==> src/rtl/picodevice_pkg.sv <==
// Shared constants for the picorv32-to-AXI4-lite bridge: response codes,
// FSM state encoding and default PROT values.
package picodevice_pkg;

    localparam logic [1:0] AXI_RESP_OKAY   = 2'b00;
    localparam logic [1:0] AXI_RESP_EXOKAY = 2'b01;
    localparam logic [1:0] AXI_RESP_SLVERR = 2'b10;
    localparam logic [1:0] AXI_RESP_DECERR = 2'b11;

    localparam logic [2:0] ST_IDLE    = 3'd0;
    localparam logic [2:0] ST_RD      = 3'd1;
    localparam logic [2:0] ST_WR      = 3'd2;
    localparam logic [2:0] ST_WR_POST = 3'd3;
    localparam logic [2:0] ST_DONE    = 3'd4;
    localparam logic [2:0] ST_DRAIN   = 3'd5;

    localparam logic [2:0] PROT_INSTR_DEFAULT = 3'b100;
    localparam logic [2:0] PROT_DATA_DEFAULT  = 3'b000;

    function automatic logic resp_is_err(input logic [1:0] resp);
        return (resp == AXI_RESP_SLVERR) || (resp == AXI_RESP_DECERR);
    endfunction

endpackage

==> src/rtl/picodevice_bridge_wdog.sv <==
// Per-transaction watchdog: saturating up-counter that flags expiry on the
// cycle the count is about to reach TIMEOUT_CYCLES. Tied off when 0.
module picodevice_bridge_wdog #(
    parameter int TIMEOUT_CYCLES = 1024
) (
    input  logic clk,
    input  logic resetn,
    input  logic clear,
    input  logic enable,
    output logic expire
);

    localparam int CW = (TIMEOUT_CYCLES > 0) ? $clog2(TIMEOUT_CYCLES + 1) : 1;

    generate
        if (TIMEOUT_CYCLES == 0) begin : g_off
            logic unused_wdog;
            assign unused_wdog = &{1'b0, clk, resetn, clear, enable};
            assign expire = 1'b0;
        end else begin : g_on
            localparam logic [CW-1:0] LIMIT = CW'(TIMEOUT_CYCLES);
            logic [CW-1:0] count_reg;

            always_ff @(posedge clk or negedge resetn) begin
                if (!resetn) begin
                    count_reg <= '0;
                end else if (clear) begin
                    count_reg <= '0;
                end else if (enable && (count_reg != LIMIT)) begin
                    count_reg <= count_reg + 1'b1;
                end
            end

            // Saturation keeps expiry asserted if a success at the limit
            // carries the count into a later waiting state.
            assign expire = enable && (count_reg >= (LIMIT - 1'b1));
        end
    endgenerate

endmodule

==> src/rtl/picodevice_mem_bridge.sv <==
// picorv32 native memory port to AXI4-lite master, one transaction in flight,
// with optional posted writes, error capture and a timeout watchdog.
module picodevice_mem_bridge
    import picodevice_pkg::*;
#(
    parameter int          ADDR_WIDTH     = 32,
    parameter int          POSTED_WRITES  = 1,
    parameter int          TIMEOUT_CYCLES = 1024,
    parameter logic [2:0]  INSTR_PROT     = PROT_INSTR_DEFAULT,
    parameter logic [2:0]  DATA_PROT      = PROT_DATA_DEFAULT,
    parameter logic [31:0] ERR_RDATA      = 32'h0000_0073
) (
    input  logic                  clk,
    input  logic                  resetn,
    input  logic                  mem_valid,
    input  logic                  mem_instr,
    input  logic [ADDR_WIDTH-1:0] mem_addr,
    input  logic [31:0]           mem_wdata,
    input  logic [3:0]            mem_wstrb,
    output logic                  mem_ready,
    output logic [31:0]           mem_rdata,
    output logic                  mem_axi_awvalid,
    input  logic                  mem_axi_awready,
    output logic [ADDR_WIDTH-1:0] mem_axi_awaddr,
    output logic [2:0]            mem_axi_awprot,
    output logic                  mem_axi_wvalid,
    input  logic                  mem_axi_wready,
    output logic [31:0]           mem_axi_wdata,
    output logic [3:0]            mem_axi_wstrb,
    input  logic                  mem_axi_bvalid,
    output logic                  mem_axi_bready,
    input  logic [1:0]            mem_axi_bresp,
    output logic                  mem_axi_arvalid,
    input  logic                  mem_axi_arready,
    output logic [ADDR_WIDTH-1:0] mem_axi_araddr,
    output logic [2:0]            mem_axi_arprot,
    input  logic                  mem_axi_rvalid,
    output logic                  mem_axi_rready,
    input  logic [31:0]           mem_axi_rdata,
    input  logic [1:0]            mem_axi_rresp,
    output logic                  bus_err,
    output logic [ADDR_WIDTH-1:0] bus_err_addr,
    output logic                  bus_err_timeout
);

    logic [2:0]            state_reg;
    logic [ADDR_WIDTH-1:0] addr_reg;
    logic [31:0]           wdata_reg;
    logic [3:0]            wstrb_reg;
    logic [2:0]            prot_reg;
    logic                  is_read_reg;
    logic                  ar_done_reg;
    logic                  aw_done_reg;
    logic                  w_done_reg;
    logic [31:0]           rdata_reg;
    logic                  mem_ready_reg;
    logic                  bus_err_reg;
    logic [ADDR_WIDTH-1:0] err_addr_reg;
    logic                  err_timeout_reg;

    logic in_drain_rd;
    logic in_drain_wr;
    logic ar_hs, aw_hs, w_hs, r_hs, b_hs;
    logic aw_ok, w_ok;
    logic wd_enable, wd_clear, wd_expire;

    assign in_drain_rd = (state_reg == ST_DRAIN) &&  is_read_reg;
    assign in_drain_wr = (state_reg == ST_DRAIN) && !is_read_reg;

    // Valids stay up in DRAIN until their own handshake, as AXI requires.
    assign mem_axi_arvalid = ((state_reg == ST_RD) || in_drain_rd) && !ar_done_reg;
    assign mem_axi_awvalid = ((state_reg == ST_WR) || in_drain_wr) && !aw_done_reg;
    assign mem_axi_wvalid  = ((state_reg == ST_WR) || in_drain_wr) && !w_done_reg;
    assign mem_axi_rready  = ((state_reg == ST_RD) && ar_done_reg) || in_drain_rd;
    assign mem_axi_bready  = ((state_reg == ST_WR) && aw_done_reg && w_done_reg)
                           || (state_reg == ST_WR_POST) || in_drain_wr;

    assign mem_axi_awaddr = addr_reg;
    assign mem_axi_araddr = addr_reg;
    assign mem_axi_awprot = prot_reg;
    assign mem_axi_arprot = prot_reg;
    assign mem_axi_wdata  = wdata_reg;
    assign mem_axi_wstrb  = wstrb_reg;

    assign mem_ready       = mem_ready_reg;
    assign mem_rdata       = rdata_reg;
    assign bus_err         = bus_err_reg;
    assign bus_err_addr    = err_addr_reg;
    assign bus_err_timeout = err_timeout_reg;

    assign ar_hs = mem_axi_arvalid && mem_axi_arready;
    assign aw_hs = mem_axi_awvalid && mem_axi_awready;
    assign w_hs  = mem_axi_wvalid  && mem_axi_wready;
    assign r_hs  = mem_axi_rvalid  && mem_axi_rready;
    assign b_hs  = mem_axi_bvalid  && mem_axi_bready;
    assign aw_ok = aw_done_reg || aw_hs;
    assign w_ok  = w_done_reg  || w_hs;

    assign wd_clear  = (state_reg == ST_IDLE) && mem_valid;
    assign wd_enable = (state_reg == ST_RD) || (state_reg == ST_WR) || (state_reg == ST_WR_POST);

    picodevice_bridge_wdog #(
        .TIMEOUT_CYCLES(TIMEOUT_CYCLES)
    ) u_wdog (
        .clk    (clk),
        .resetn (resetn),
        .clear  (wd_clear),
        .enable (wd_enable),
        .expire (wd_expire)
    );

    always_ff @(posedge clk or negedge resetn) begin
        if (!resetn) begin
            state_reg       <= ST_IDLE;
            addr_reg        <= '0;
            wdata_reg       <= '0;
            wstrb_reg       <= '0;
            prot_reg        <= '0;
            is_read_reg     <= 1'b0;
            ar_done_reg     <= 1'b0;
            aw_done_reg     <= 1'b0;
            w_done_reg      <= 1'b0;
            rdata_reg       <= '0;
            mem_ready_reg   <= 1'b0;
            bus_err_reg     <= 1'b0;
            err_addr_reg    <= '0;
            err_timeout_reg <= 1'b0;
        end else begin
            mem_ready_reg <= 1'b0;
            bus_err_reg   <= 1'b0;
            if (ar_hs) ar_done_reg <= 1'b1;
            if (aw_hs) aw_done_reg <= 1'b1;
            if (w_hs)  w_done_reg  <= 1'b1;

            case (state_reg)
                ST_IDLE: begin
                    if (mem_valid) begin
                        addr_reg    <= mem_addr;
                        wdata_reg   <= mem_wdata;
                        wstrb_reg   <= mem_wstrb;
                        prot_reg    <= mem_instr ? INSTR_PROT : DATA_PROT;
                        is_read_reg <= (mem_wstrb == 4'd0);
                        ar_done_reg <= 1'b0;
                        aw_done_reg <= 1'b0;
                        w_done_reg  <= 1'b0;
                        state_reg   <= (mem_wstrb == 4'd0) ? ST_RD : ST_WR;
                    end
                end
                ST_RD: begin
                    // A response in the expiry cycle wins over the timeout.
                    if (r_hs) begin
                        rdata_reg     <= (mem_axi_rresp == AXI_RESP_OKAY) ? mem_axi_rdata : ERR_RDATA;
                        mem_ready_reg <= 1'b1;
                        state_reg     <= ST_DONE;
                        if (resp_is_err(mem_axi_rresp)) begin
                            bus_err_reg     <= 1'b1;
                            err_addr_reg    <= addr_reg;
                            err_timeout_reg <= 1'b0;
                        end
                    end else if (wd_expire) begin
                        rdata_reg       <= ERR_RDATA;
                        mem_ready_reg   <= 1'b1;
                        bus_err_reg     <= 1'b1;
                        err_addr_reg    <= addr_reg;
                        err_timeout_reg <= 1'b1;
                        state_reg       <= ST_DRAIN;
                    end
                end
                ST_WR: begin
                    if (aw_done_reg && w_done_reg) begin
                        if (b_hs) begin
                            mem_ready_reg <= 1'b1;
                            state_reg     <= ST_DONE;
                            if (resp_is_err(mem_axi_bresp)) begin
                                bus_err_reg     <= 1'b1;
                                err_addr_reg    <= addr_reg;
                                err_timeout_reg <= 1'b0;
                            end
                        end else if (wd_expire) begin
                            mem_ready_reg   <= 1'b1;
                            bus_err_reg     <= 1'b1;
                            err_addr_reg    <= addr_reg;
                            err_timeout_reg <= 1'b1;
                            state_reg       <= ST_DRAIN;
                        end
                    end else if (aw_ok && w_ok && (POSTED_WRITES != 0)) begin
                        mem_ready_reg <= 1'b1;
                        state_reg     <= ST_WR_POST;
                    end else if (wd_expire) begin
                        mem_ready_reg   <= 1'b1;
                        bus_err_reg     <= 1'b1;
                        err_addr_reg    <= addr_reg;
                        err_timeout_reg <= 1'b1;
                        state_reg       <= ST_DRAIN;
                    end
                end
                ST_WR_POST: begin
                    // Core already released; only the error report remains.
                    if (b_hs) begin
                        state_reg <= ST_IDLE;
                        if (resp_is_err(mem_axi_bresp)) begin
                            bus_err_reg     <= 1'b1;
                            err_addr_reg    <= addr_reg;
                            err_timeout_reg <= 1'b0;
                        end
                    end else if (wd_expire) begin
                        bus_err_reg     <= 1'b1;
                        err_addr_reg    <= addr_reg;
                        err_timeout_reg <= 1'b1;
                        state_reg       <= ST_DRAIN;
                    end
                end
                ST_DONE: begin
                    state_reg <= ST_IDLE;
                end
                ST_DRAIN: begin
                    if ((is_read_reg && r_hs) || (!is_read_reg && b_hs)) begin
                        state_reg <= ST_IDLE;
                    end
                end
                default: begin
                    state_reg <= ST_IDLE;
                end
            endcase
        end
    end

endmodule

==> config.mk <==
export PLATFORM = sky130hd
export DESIGN_NAME = picodevice_mem_bridge
export DESIGN_NICKNAME = d
export VERILOG_FILES = /design/src/rtl/picodevice_pkg.sv /design/src/rtl/picodevice_bridge_wdog.sv /design/src/rtl/picodevice_mem_bridge.sv
export SDC_FILE = /design/constraint.sdc
export NUM_CORES = 1
export LEC_CHECK = 0
export ABC_AREA = 1
export CAP_MARGIN = 5
export CORE_AREA = 5 5 188 190
export CTS_CLUSTER_DIAMETER = 30
export CTS_CLUSTER_SIZE = 14
export DETAILED_ROUTE_END_ITERATION = 7
export DIE_AREA = 0 0 193 195
export SLEW_MARGIN = 15
export SYNTH_ARGS = -nofsm -noshare
export SYNTH_HDL_FRONTEND = slang
export SYNTH_HIERARCHICAL = 1
export SYNTH_SLANG_ARGS = --single-unit
==> constraint.sdc <==
create_clock -name clk -period 5.54 [get_ports clk]
set_input_delay 0.831 -clock clk [delete_from_list [all_inputs] [get_ports clk]]
set_output_delay 0.831 -clock clk [all_outputs]
set_load 0.02 [all_outputs]
==> impl_metrics.tcl, run 1 <==
set metrics [dict create \
    clock_latency_ns 0.43 \
    grtUsageMet3_pct 5.446 \
    hp-class "reg -> reg" \
    fin_nets 1569 \
    pwr-share-comb_pct 53.9 \
    ys_ff_latch 154 \
    yosysSeqAreaShare_pct 43.56 \
    seq_power_share_pct 28.6 \
    synthAdderAreaFrac_pct 0.2829 \
    syn_area_mm2 0.008846 \
    place_hpwl_mm 20.83 \
    fin_tns_setup_ns 0 \
    dr.pass1.iters 5 \
    drv_cap 0 \
    grt_pass1_wl_mm 48.97 \
    wl_mm 31.21 \
    numCtsBuffers 17 \
    stdcell_count 1915 \
    wire_per_inst_um 16.30 \
    vdd_drop_max_mv 0.2672 \
    syn-mean-instance-area_um2 7.111 \
    cp_max_fo 17 \
    clk_pin_slew_ns 0.07 \
    synth_enable_flop_cells 0 \
    die_w_um 193 \
    grt_busiest_layer "met2" \
    cts-root-buf "clkbuf_16" \
    yosysUniqueCellTypes 37 \
    critical_path_class "reg -> out" \
    rsz0062_at_grt "no" \
    yosys.area_share.simple_pct 30.45 \
    p_sw_mw 3.095 \
    ys_top_cells_by_count "nand2_1 (509), dfrtp_1 (154), o21ai_0 (137)" \
    drive_gt1_share_pct 5.798 \
    rows 67 \
    power_leakage_nw 5.656 \
    fmax_mhz 240.3 \
    die_height_um 195 \
    critPathArrivalTime_ns 3.33 \
    yosysTopAreaCell "dfrtp_1" \
    synth.area.top_cells "dfrtp_1 (44%), nand2_1 (22%), o21ai_0 (7.8%), a21oi_1 (4.5%), buf_4 (3.4%)" \
    clockPowerShare_pct 17.6 \
    clock_skew_ns 0.01207 \
    cts_resized 0 \
    overflow 0 \
    io_pins 291 \
    p_int_mw 3.504 \
    finalCriticalPeriod_ns 4.161 \
    startpoint_type "flip-flop" \
    area_growth_syn_to_layout_pct 39.08 \
    power.density_mw_per_mm2 536.4 \
    cts-htree-levels 4 \
    clock-sinks 154 \
    cp.required_ns 4.71 \
    p_sw_share_pct 46.90 \
    finalHoldViolCount 0 \
    ys.warnings.count 6 \
    cts_tree "done" \
    relSlewSlack_pct 34.59 \
    synth_ff_type "dfrtp_1" \
    synthArstFlopShare_pct 100.0 \
    synth.top_cell.area_share_pct 43.56 \
    yosysMostFrequentCell "nand2_1" \
    postRouteAntennaNets 0 \
    grt_pass1_vias 8701 \
    synthMuxAreaShare_pct 0 \
    synth_compound_area_share_pct 14.79 \
    grt_max_degree 155 \
    globalplace.congestion 0.7911 \
    cts_hold_repair.buffers 0 \
    min_period_over_period_pct 75.11 \
    synthXorXnorAreaFrac_pct 0 \
    cts_buffer_depth 2 \
    setup.worst_path.end_class "output port" \
    status "finished, final reports clean" \
    num_vias 8862 \
    cts_setup_buffers 0 \
    antenna_found_initial 2 \
    core_area_mm2 0.03328 \
    syn_inst 1244 \
    grtUsageTotal_pct 16.40 \
    place_inst 1883 \
    drc 0 \
    io_buffers 285 \
    start_util_pct 26.58 \
    grtUsageMet1_pct 20.10 \
    worst_pin_slew_ns 0.9798 \
    viasPerCell 4.628 \
    final-max-slew-violation-count 0 \
    grtUsageMet2_pct 27.57 \
    finalSetupViolCount 0 \
    dr.first_iter.drc_count 619 \
    synth_top_family_by_area "simple AND/OR/NAND/NOR gates" \
    die-area_mm2 0.03764 \
]
## critical path, stage by stage, from the launching register on
cell             delay, ns
dfrtp_1               0.44
inv_2                 0.13
nand2_1               0.45
buf_4                 0.41
inv_2                 0.33
nand2_1               0.14
nand2_1               0.16
inv_1                 0.08
nor2_1                0.11
clkdlybuf4s50_1       0.64
## layer usage
| metal | vias up | part of all wire (%) |
|---|---|---|
| met3 | 38 | 9.7 |
| met2 | 381 | 49 |
| met4 | 2 | 1.6 |
| met1 | 4103 | 40 |
| met5 | - | 0.064 |
| li1 | 4338 | - |
## power by group through the flow
stage	Combinational, mW	Clock (mW)	Sequential [mW]
floorplan	1.84	0	2.21
global placement	3.54	0	1.88
detailed placement	3.59	0	1.90
CTS	3.60	1.21	1.89
global route	3.89	1.24	1.95
finish	3.56	1.16	1.88
## placed cells by master, fill, tap and decap left out, types with 2 or more instances in the layout
master / instances
clkinv_2: 2
ha_1: 2
clkdlybuf4s50_1: 283
clkinvlp_4: 2
inv_1: 77
nor2_4: 3
o21ai_1: 10
clkinv_1: 2
nand4_2: 6
nand3_1: 35
buf_4: 8
nor2_2: 4
nand2_4: 2
clkbuf_8: 2
o21ai_0: 137
a21oi_1: 79
o21bai_1: 2
o21ai_2: 2
nor2_8: 2
o22ai_1: 5
inv_2: 11
conb_1: 4
nand3b_1: 9
nand4_1: 6
clkbuf_16: 17
clkinv_4: 4
nand2_2: 4
dfrtp_1: 154
nand2_1: 509
nor2_1: 55
inv_6: 3
o211ai_1: 9
nand3_2: 6
## layout make-up
| type | count | area (µm²) |
|---|---|---|
| Multi-Input combinational cell | 897 | 4050 |
| Clock buffer | 19 | 452.9 |
| Sequential cell | 154 | 3854 |
| Tap cell | 448 | 560.5 |
| Timing Repair Buffer | 294 | 2929 |
| Fill cell | 3538 | 20980 |
| Clock inverter | 12 | 116.4 |
| Inverter | 90 | 337.8 |
| Antenna cell | 1 | 2.502 |
## cell families after synthesis
group                    Yosys count
AO/OA/AOI/OAI                    248
adder cells (fa/ha/maj)            2
other                              1
AND/OR/NAND/NOR                  643
buffers and inverters            196
flip-flops                       154
## path summary, 6_finish.rpt
path	from	depth (start not counted)	slack [ns]	endpoint
min	mem_axi_wdata[2]	2	0.47	mem_axi_wdata[2]
max in group asynchronous	resetn	2	4.34	mem_axi_araddr[15]
min in group asynchronous	resetn	2	0.54	mem_rdata[22]
min reg2reg	mem_axi_wdata[2]	2	0.47	mem_axi_wdata[2]
max	state_reg[2]	9	1.38	mem_axi_awvalid
max reg2reg	state_reg[2]	9	2.09	bus_err_timeout
## stage by stage
step / hold slack, ns / util (%) / power (mW) / setup WS, ns / area, µm²
finish: 0.4687 / 36.97 / 6.600 / 1.379 / 12300
global route: 0.4874 / 36.97 / 7.086 / 1.244 / 12300
CTS: 0.4741 / 36.96 / 6.697 / 1.377 / 12300
detailed placement: 0.4580 / 35.25 / 5.491 / 1.645 / 11730
global placement: 0.4522 / 35.25 / 5.420 / 1.679 / 11730
floorplan: 0.4929 / - / 4.049 / 3.315 / 8857
No activity file was read; power rests on OpenSTA's default activity.
==> run 2, diff against run 1 <==
- clock period: 5.54 -> 3.5 ns (I/O delays scaled with it)
==> run 2 against run 1 <==
Sequential power is 59% higher. Critical path type unchanged. Critical path depth stayed put. Worst hold slack worse by 0.36 ns. Flip-flop and latch count stayed put. Clock skew is 0.0021 ns lower. Via count is 0.10% lower. Largest cell class unchanged. Sequential share of layout area is 0.15 points lower.
==> impl_metrics.tcl, run 2 (synthesized netlist as in run 1, its figures left out) <==
set metrics [dict create \
    clock_latency_ns 0.44 \
    startpoint_type "flip-flop" \
    die_w_um 193 \
    cp_max_fo 17 \
    cts_hold_repair.buffers 0 \
    finalSetupViolCount 0 \
    cts_tree "done" \
    rsz0062_at_grt "no" \
    drv_cap 0 \
    dr.pass1.iters 5 \
    viasPerCell 4.609 \
    rrSetupSlack_ns 0.59 \
    finalCriticalPeriod_ns 3.223 \
    final_common_cell "nand2_1" \
    die-area_mm2 0.03764 \
    status "finished, final reports clean" \
    area_growth_syn_to_layout_pct 39.75 \
    stdcell_count 1921 \
    core_area_mm2 0.03328 \
    layout_common_cells "nand2_1 (509), clkdlybuf4s50_1 (282), dfrtp_1 (154)" \
    num_vias 8853 \
    drc 0 \
    clk_pin_slew_ns 0.07 \
    critical_path_class "reg -> out" \
    io_pins 291 \
    place_hpwl_mm 21.20 \
    globalplace.congestion 0.7952 \
    place_inst 1888 \
    die_height_um 195 \
    cts-htree-levels 4 \
    fin_util_pct 37.14 \
    fin_nets 1574 \
    fin_tns_setup_ns 0 \
    power_leakage_nw 5.684 \
    dr.first_iter.drc_count 604 \
    min_period_over_period_pct 92.08 \
    io_buffers 285 \
    numCtsBuffers 17 \
    crit_path_end "mem_axi_wvalid" \
    power.density_mw_per_mm2 848.3 \
    overflow 0 \
    wl_mm 31.14 \
    cts_buffer_depth 2 \
    rows 67 \
    cts_resized 0 \
    cp.required_ns 2.97 \
    rr_worst_depth 10 \
    clock_skew_ns 0.01002 \
    fin_area_mm2 0.01236 \
    relSlewSlack_pct 35.84 \
    grt_max_degree 74 \
    setup.worst_path.end_class "output port" \
    clock-sinks 154 \
    antenna_found_initial 2 \
    grt_pass1_wl_mm 48.91 \
    final-max-slew-violation-count 0 \
    cts-root-buf "clkbuf_16" \
    finalHoldViolCount 0 \
    drive_gt1_share_pct 6.250 \
    place_area_mm2 0.01178 \
    r2r-end "bus_err_timeout" \
    cts_setup_buffers 0 \
    postRouteAntennaNets 0 \
    grt_pass1_vias 8653 \
    vdd_drop_max_mv 0.4391 \
    critPathArrivalTime_ns 2.70 \
    grtUsageTotal_pct 16.36 \
    start_util_pct 26.58 \
    wire_per_inst_um 16.21 \
    hp-class "in -> async" \
    timing.rr.start "state_reg[2]" \
    crit_path_start "state_reg[2]" \
    holdWs_ns 0.1055 \
    worst_pin_slew_ns 0.9611 \
    fmax_mhz 310.3 \
]
[run 2: cell types whose count changed in the layout (fill, tap and decap cells not counted)]
cell             delta
buf_12              +1
clkinvlp_4          +1
clkbuf_8            -2
bufinv_16           -1
clkdlybuf4s50_1     -1
clkinv_4            -3
buf_4               +5
clkinv_2            -2
inv_8               +5
clkinv_8            +2
inv_6               +1
[run 2: worst min path at each step]
stage	slack (ns)	start	endpoint	cells after the start
6_report	0.11	resetn	mem_rdata[19]	1
2_1_floorplan	0.23	resetn	ar_done_reg	0
5_1_grt	0.16	resetn	mem_rdata[21]	1
4_1_cts	0.13	resetn	mem_rdata[13]	1
3_5_place_dp	0.46	mem_axi_wdata[5]	mem_axi_wdata[5]	2
3_3_place_gp	0.45	mem_axi_wdata[12]	mem_axi_wdata[12]	2
[run 2: area by class of cell]
| cell class | count | area, µm² |
|---|---|---|
| fillers | 3486 | 20920 |
| multi-input cells | 897 | 4050 |
| flip-flops and latches | 154 | 3854 |
| repair buffers | 299 | 2977 |
| well taps | 448 | 560.5 |
| clock buffers | 17 | 425.4 |
| inverters | 90 | 337.8 |
| clock inverters | 15 | 155.1 |
| diodes | 1 | 2.502 |
[run 2: per-stage QoR]
step / power [mW] / setup WS [ns]
floorplan: 6.409 / 1.275
global placement: 8.605 / 0.6112
detailed placement: 8.720 / 0.6100
CTS: 10.65 / 0.2617
global route: 11.26 / 0.09126
finish: 10.49 / 0.2774
[run 2: layer usage]
layer  global-route usage [%]  routed length (µm)  part of all wire, %
met1                    20.50               13040                   42
met3                    5.357                2833                  9.1
met5                        0                   7                0.022
met2                    26.83               14740                   47
met4                    4.931                 514                  1.7
[run 2: critical path, cell delays in order, from the launching register on]
cell	delay, ns
dfrtp_1	0.43
inv_2	0.12
nand2_1	0.05
buf_4	0.20
inv_2	0.32
nand2_1	0.13
nand2_1	0.16
inv_1	0.08
nor2_1	0.10
clkdlybuf4s50_1	0.66
[run 2: power by group]
part           internal (mW)  switching [mW]  total, mW
sequential              2.38           0.602       2.98
combinational           2.18            3.48       5.65
clock                  0.952           0.901       1.85
total                   5.51            4.98       10.5
